## src/rtl/pingpong_operand_buffer.sv

```systemverilog
// Ping-pong operand store feeding the 2:1 operand mux (A=bank0, B=bank1, sel=rd_sel).
// Ports: clk, rst_n, wr_valid/wr_data/wr_ready in, rd_ready/rd_valid/rd_data_a/b/rd_sel/rd_last/bank_full out.
module pingpong_operand_buffer #(
  parameter int DWIDTH = 32,
  parameter int DEPTH  = 16,
  parameter int AWIDTH = $clog2(DEPTH)
) (
  input  logic              clk,
  input  logic              rst_n,
  input  logic              wr_valid,
  input  logic [DWIDTH-1:0] wr_data,
  output logic              wr_ready,
  input  logic              rd_ready,
  output logic              rd_valid,
  output logic [DWIDTH-1:0] rd_data_a,
  output logic [DWIDTH-1:0] rd_data_b,
  output logic              rd_sel,
  output logic              rd_last,
  output logic [1:0]        bank_full
);

  localparam logic [AWIDTH-1:0] LAST_IDX = AWIDTH'(DEPTH - 1);

  typedef enum logic [1:0] {
    IDLE    = 2'd0,
    FETCH   = 2'd1,
    PRESENT = 2'd2
  } state_e;

  logic [DWIDTH-1:0] mem0 [DEPTH];
  logic [DWIDTH-1:0] mem1 [DEPTH];

  state_e            state_q, state_d;
  logic [AWIDTH-1:0] wr_ptr_q, wr_ptr_d;
  logic [AWIDTH-1:0] rd_ptr_q, rd_ptr_d;
  logic              wr_bank_q, wr_bank_d;
  logic              rd_bank_q, rd_bank_d;
  logic [1:0]        bank_full_q, bank_full_d;
  logic [DWIDTH-1:0] rd_data_a_q, rd_data_a_d;
  logic [DWIDTH-1:0] rd_data_b_q, rd_data_b_d;
  logic              rd_last_q, rd_last_d;

  logic wr_fire;
  logic rd_fire;
  logic rd_release;
  logic do_fetch;

  assign wr_ready = ~bank_full_q[wr_bank_q];
  assign wr_fire  = wr_valid & wr_ready;

  // Storage is not reset; only written on a handshake.
  always_ff @(posedge clk) begin
    if (wr_fire && !wr_bank_q) mem0[wr_ptr_q] <= wr_data;
    if (wr_fire &&  wr_bank_q) mem1[wr_ptr_q] <= wr_data;
  end

  // FSM state register
  always_ff @(posedge clk) begin
    if (!rst_n) state_q <= IDLE;
    else        state_q <= state_d;
  end

  // FSM next state
  always_comb begin
    state_d = state_q;
    unique case (state_q)
      IDLE:    if (bank_full_q[rd_bank_q]) state_d = FETCH;
      FETCH:   state_d = PRESENT;
      PRESENT: if (rd_ready) state_d = rd_last_q ? IDLE : FETCH;
      default: state_d = IDLE;
    endcase
  end

  // FSM outputs
  always_comb begin
    rd_valid   = (state_q == PRESENT);
    do_fetch   = (state_q == FETCH);
    rd_fire    = rd_valid & rd_ready;
    rd_release = rd_fire & rd_last_q;
  end

  // Pointer, bank and flag updates
  always_comb begin
    wr_ptr_d    = wr_ptr_q;
    wr_bank_d   = wr_bank_q;
    rd_ptr_d    = rd_ptr_q;
    rd_bank_d   = rd_bank_q;
    bank_full_d = bank_full_q;
    rd_data_a_d = rd_data_a_q;
    rd_data_b_d = rd_data_b_q;
    rd_last_d   = rd_last_q;

    if (wr_fire) begin
      if (wr_ptr_q == LAST_IDX) begin
        bank_full_d[wr_bank_q] = 1'b1;
        wr_bank_d = ~wr_bank_q;
        wr_ptr_d  = '0;
      end else begin
        wr_ptr_d = wr_ptr_q + 1'b1;
      end
    end

    // Writes only hit non-full banks and releases only full ones,
    // so set and clear never collide on one bit.
    if (rd_release) begin
      bank_full_d[rd_bank_q] = 1'b0;
      rd_bank_d = ~rd_bank_q;
      rd_ptr_d  = '0;
    end else if (rd_fire) begin
      rd_ptr_d = rd_ptr_q + 1'b1;
    end

    if (do_fetch) begin
      rd_data_a_d = mem0[rd_ptr_q];
      rd_data_b_d = mem1[rd_ptr_q];
      rd_last_d   = (rd_ptr_q == LAST_IDX);
    end
  end

  always_ff @(posedge clk) begin
    if (!rst_n) begin
      wr_ptr_q    <= '0;
      wr_bank_q   <= 1'b0;
      rd_ptr_q    <= '0;
      rd_bank_q   <= 1'b0;
      bank_full_q <= 2'b00;
      rd_data_a_q <= '0;
      rd_data_b_q <= '0;
      rd_last_q   <= 1'b0;
    end else begin
      wr_ptr_q    <= wr_ptr_d;
      wr_bank_q   <= wr_bank_d;
      rd_ptr_q    <= rd_ptr_d;
      rd_bank_q   <= rd_bank_d;
      bank_full_q <= bank_full_d;
      rd_data_a_q <= rd_data_a_d;
      rd_data_b_q <= rd_data_b_d;
      rd_last_q   <= rd_last_d;
    end
  end

  assign rd_data_a = rd_data_a_q;
  assign rd_data_b = rd_data_b_q;
  assign rd_last   = rd_last_q;
  assign rd_sel    = rd_bank_q;
  assign bank_full = bank_full_q;

endmodule

```

## config.mk

```make
export PLATFORM = sky130hd
export DESIGN_NAME = pingpong_operand_buffer
export DESIGN_NICKNAME = d
export VERILOG_FILES = /design/src/rtl/pingpong_operand_buffer.sv
export SDC_FILE = /design/constraint.sdc
export NUM_CORES = 1
export LEC_CHECK = 0
export ABC_CLOCK_PERIOD_IN_PS = 4200
export CAP_MARGIN = 20
export CORE_UTILIZATION = 43
export DETAILED_ROUTE_END_ITERATION = 10
export PLACE_DENSITY = 0.57
export SLEW_MARGIN = 20
export SYNTH_ARGS = -nofsm -noshare
export SYNTH_HDL_FRONTEND = slang
export SYNTH_SLANG_ARGS = --single-unit
```

## constraint.sdc

```tcl
create_clock -name clk -period 4.2 [get_ports clk]
set_input_delay 0.84 -clock clk [delete_from_list [all_inputs] [get_ports clk]]
set_output_delay 0.84 -clock clk [all_outputs]
set_load 0.01 [all_outputs]
```

==> impl_metrics.env <==
export IMPL_yosys_register_bits=1103
export IMPL_drtAntennaViolNets=0
export IMPL_synthMuxAreaShare_pct=13.1
export IMPL_switching_power_mw=4.42
export IMPL_syn_area_um2=41700
export IMPL_min_to="state_q[0]$_SDFFE_PN0P_"
export IMPL_cts_hold_buf=0
export IMPL_power_total_mw=22.1
export IMPL_startpoint_type="flop"
export IMPL_clock_path_buffers=3
export IMPL_period_needed_ns=3.05
export IMPL_timing_rr_start="rd_ptr_q[1]$_SDFFE_PP0P_"
export IMPL_synth_compound_area_share_pct=6.00
export IMPL_fp_dieArea_um2=98300
export IMPL_finish_net_count=2323
export IMPL_fp_dieH_um=314
export IMPL_fin_crit_sh_pct=72.6
export IMPL_syn_avg_cell_area_um2=19.6
export IMPL_fin_area_um2=47700
export IMPL_viasPerCell=5.86
export IMPL_grt_start_max_net_pins=66
export IMPL_synthAdderAreaFrac_pct=0.150
export IMPL_crit_fanout=5
export IMPL_drt_iter0_drc=2582
export IMPL_drv_slew=0
export IMPL_end_kind="output port"
export IMPL_outcome="completed"
export IMPL_yosysUniqueCellTypes=44
export IMPL_dp_hpwl_um=62900
export IMPL_antenna_found_initial=3
export IMPL_worstSkewPairLatency_ns=0.68
export IMPL_dr_total_vias=21360
export IMPL_grt_pass1_wl_um=154000
export IMPL_dpl_instance_area_um2=44200
export IMPL_cts_sinks=1103
export IMPL_synth_commonest_cells="edfxtp_1, mux2i_1, a21oi_1"
export IMPL_utilization_pct=50.0
export IMPL_timing_rr_end="rd_data_a[8]$_SDFFE_PN0N_"
export IMPL_power_internal_mw=17.6
export IMPL_yosys_area_share_simple_pct=1.11
export IMPL_place_congestion=0.791
export IMPL_hold_viol=0
export IMPL_reg2reg_depth=6
export IMPL_worstHoldStart="state_q[0]$_SDFFE_PN0P_"
export IMPL_crit_arrival_ns=2.21
export IMPL_port_buffers=105
export IMPL_drc=0
export IMPL_synth_most_common_cell="edfxtp_1"
export IMPL_critPathKind="reg -> out"
export IMPL_yosys_top_cells_area="edfxtp_1, mux4_2, mux2i_1, dfxtp_1, a21oi_1"
export IMPL_worstMarginPinSlew_ns=1.13
export IMPL_clockPowerShare_pct=43.6
export IMPL_hold_path_depth=1
export IMPL_cts_root_buf="clkbuf_16"
export IMPL_fin_tns_setup_ns=0
export IMPL_slew_headroom_pct=23.9
export IMPL_reg2reg_slack_ns=1.27
export IMPL_power_density_nw_per_um2=462
export IMPL_synth_xor_area_share_pct=0.0420
export IMPL_synth_seq_area_share_pct=77.4
export IMPL_yosys_warnings=0
export IMPL_synthCells=2133
export IMPL_rsz0062_at_grt="no"
export IMPL_htreeDepth=3
export IMPL_ioPinCount=106
export IMPL_cts_tree="done"
export IMPL_setup_viol=0
export IMPL_post_cts_setup_buffer_count=0
export IMPL_synth_edff_count=1024
export IMPL_initial_core_util_pct=43.7
export IMPL_peakVddDrop_uv=329
export IMPL_wl_per_cell_um=29.4
export IMPL_cts_repair_resized=0
export IMPL_rows=113
export IMPL_synth_top_area_share_pct=73.7
export IMPL_wirelength_um=107000
export IMPL_clkTransAtPathRegs_ns=0.06
export IMPL_core_area_um2=95600
export IMPL_max_freq_mhz=328
export IMPL_drt_pass1_iterations=6
export IMPL_synthArstFlopShare_pct=0
export IMPL_seq_power_share_pct=54.7
export IMPL_area_growth_pct=14.4
export IMPL_fin_skew_ns=0.0268
export IMPL_numCtsBuffers=109
export IMPL_grt_ovfl_total=0
export IMPL_leakagePower_nw=14.2
export IMPL_synth_top_flop_cell="edfxtp_1"
export IMPL_power_share_switching_pct=20.0
export IMPL_grt_pass1_vias=21080
export IMPL_crit_required_ns=3.36
export IMPL_synth_top_area_cell="edfxtp_1"
export IMPL_drive_gt1_share_pct=17.8
export IMPL_min_path_type="reg -> reg"
export IMPL_p_comb_share_pct=1.7
export IMPL_synthesis_nets=2174
export IMPL_track_usage_pct=21.8
export IMPL_die_w_um=314
export IMPL_maxCapViolations=0
export IMPL_synth_top_family_by_area="multiplexers"
## cells by family (layout without fill, tap and decap cells)
| logic type | after synthesis | in the layout |
|---|---|---|
| DFF | 1103 | 1103 |
| muxes | 388 | 388 |
| other | 0 | 4 |
| AOI/OAI and AO/OA | 400 | 400 |
| adders and majority gates | 5 | 5 |
| xor gates and xnor gates | 2 | 2 |
| buffers and inverters | 139 | 382 |
| and+or+nand+nor | 96 | 96 |
## registers in the layout (all words and copies together), names as in the netlist
name,flops
mem0,512
rd_last,1
rd_ptr_q,4
wr_ptr_q,4
mem1,512
bank_full,2
rd_sel,1
rd_data_b,32
rd_data_a,32
wr_bank_q,1
state_q,2
## cell usage in the layout, fill, tap and decap left out, types with 7 or more instances in the layout
cell / Yosys / final
clkbuf_8: 0 / 7
clkbuf_16: 0 / 111
a21oi_1: 136 / 136
dfxtp_1: 79 / 75
nor2_4: 0 / 30
clkinv_1: 0 / 20
buf_2: 32 / 28
o21ai_0: 79 / 79
o21ai_1: 50 / 50
a221oi_1: 63 / 63
edfxtp_1: 1024 / 1024
nand3_1: 8 / 8
o221ai_1: 63 / 63
nor2_1: 38 / 8
buf_4: 8 / 63
mux2i_1: 262 / 262
bufinv_16: 0 / 9
clkdlybuf4s50_1: 0 / 77
clkinv_2: 0 / 18
clkbuf_1: 55 / 26
mux4_2: 126 / 126
nand2_1: 19 / 19
## metal layers
metal	track usage, %	part of all wire [%]	vias to the layer above
li1	-	-	9103
met1	33.5	45	11343
met2	32.7	46	808
met3	3.63	8.1	106
met4	4.87	1.5	0
met5	0	0	-
## worst max-delay path: stages, from the launching register on
cell	delay (ns)
dfxtp_1	0.38
mux2i_1	0.44
clkdlybuf4s50_1	0.72
## final cells by class
cell class	count	area, um2
clock buffer	144	2970
timing repair buffer	173	1480
fill	7784	47800
inverter	4	15.0
clock inverter	61	568
sequential	1103	32300
tap	1265	1580
antenna	4	10.0
multi-input combinational	891	8770
## metrics by stage
step	setup WS (ns)	cells	hold WS [ns]
after floorplan	1.03	2133	0.466
after global placement	0.833	3436	0.501
after detailed placement	0.842	3436	0.518
after CTS	1.11	3641	0.533
after global routing	1.06	3641	0.575
final	1.15	3645	0.547
## power by group through the flow
stage	Clock (mW)	Sequential, mW	Combinational (mW)
floorplan	0	12.3	0.0723
global placement	0	12.3	0.374
detailed placement	0	12.3	0.387
CTS	9.77	12.1	0.388
global route	10.2	12.1	0.402
finish	9.61	12.1	0.382
## how the worst max path moves through the flow
stage                             from                     to  slack, ns  cells past startpoint
4_1_cts        state_q[1]$_SDFFE_PN0P_               rd_valid       1.11                      2
5_1_grt         wr_bank_q$_SDFFE_PN0P_               wr_ready       1.06                      2
3_5_place_dp                  wr_valid   mem0[8][5]$_DFFE_PP_       0.84                      5
3_3_place_gp                  wr_valid  mem0[8][23]$_DFFE_PP_       0.83                      5
2_1_floorplan                 wr_valid   mem0[6][0]$_DFFE_PP_       1.03                      3
6_report        wr_bank_q$_SDFFE_PN0P_               wr_ready       1.15                      2
No activity file was read; power rests on OpenSTA's default activity.
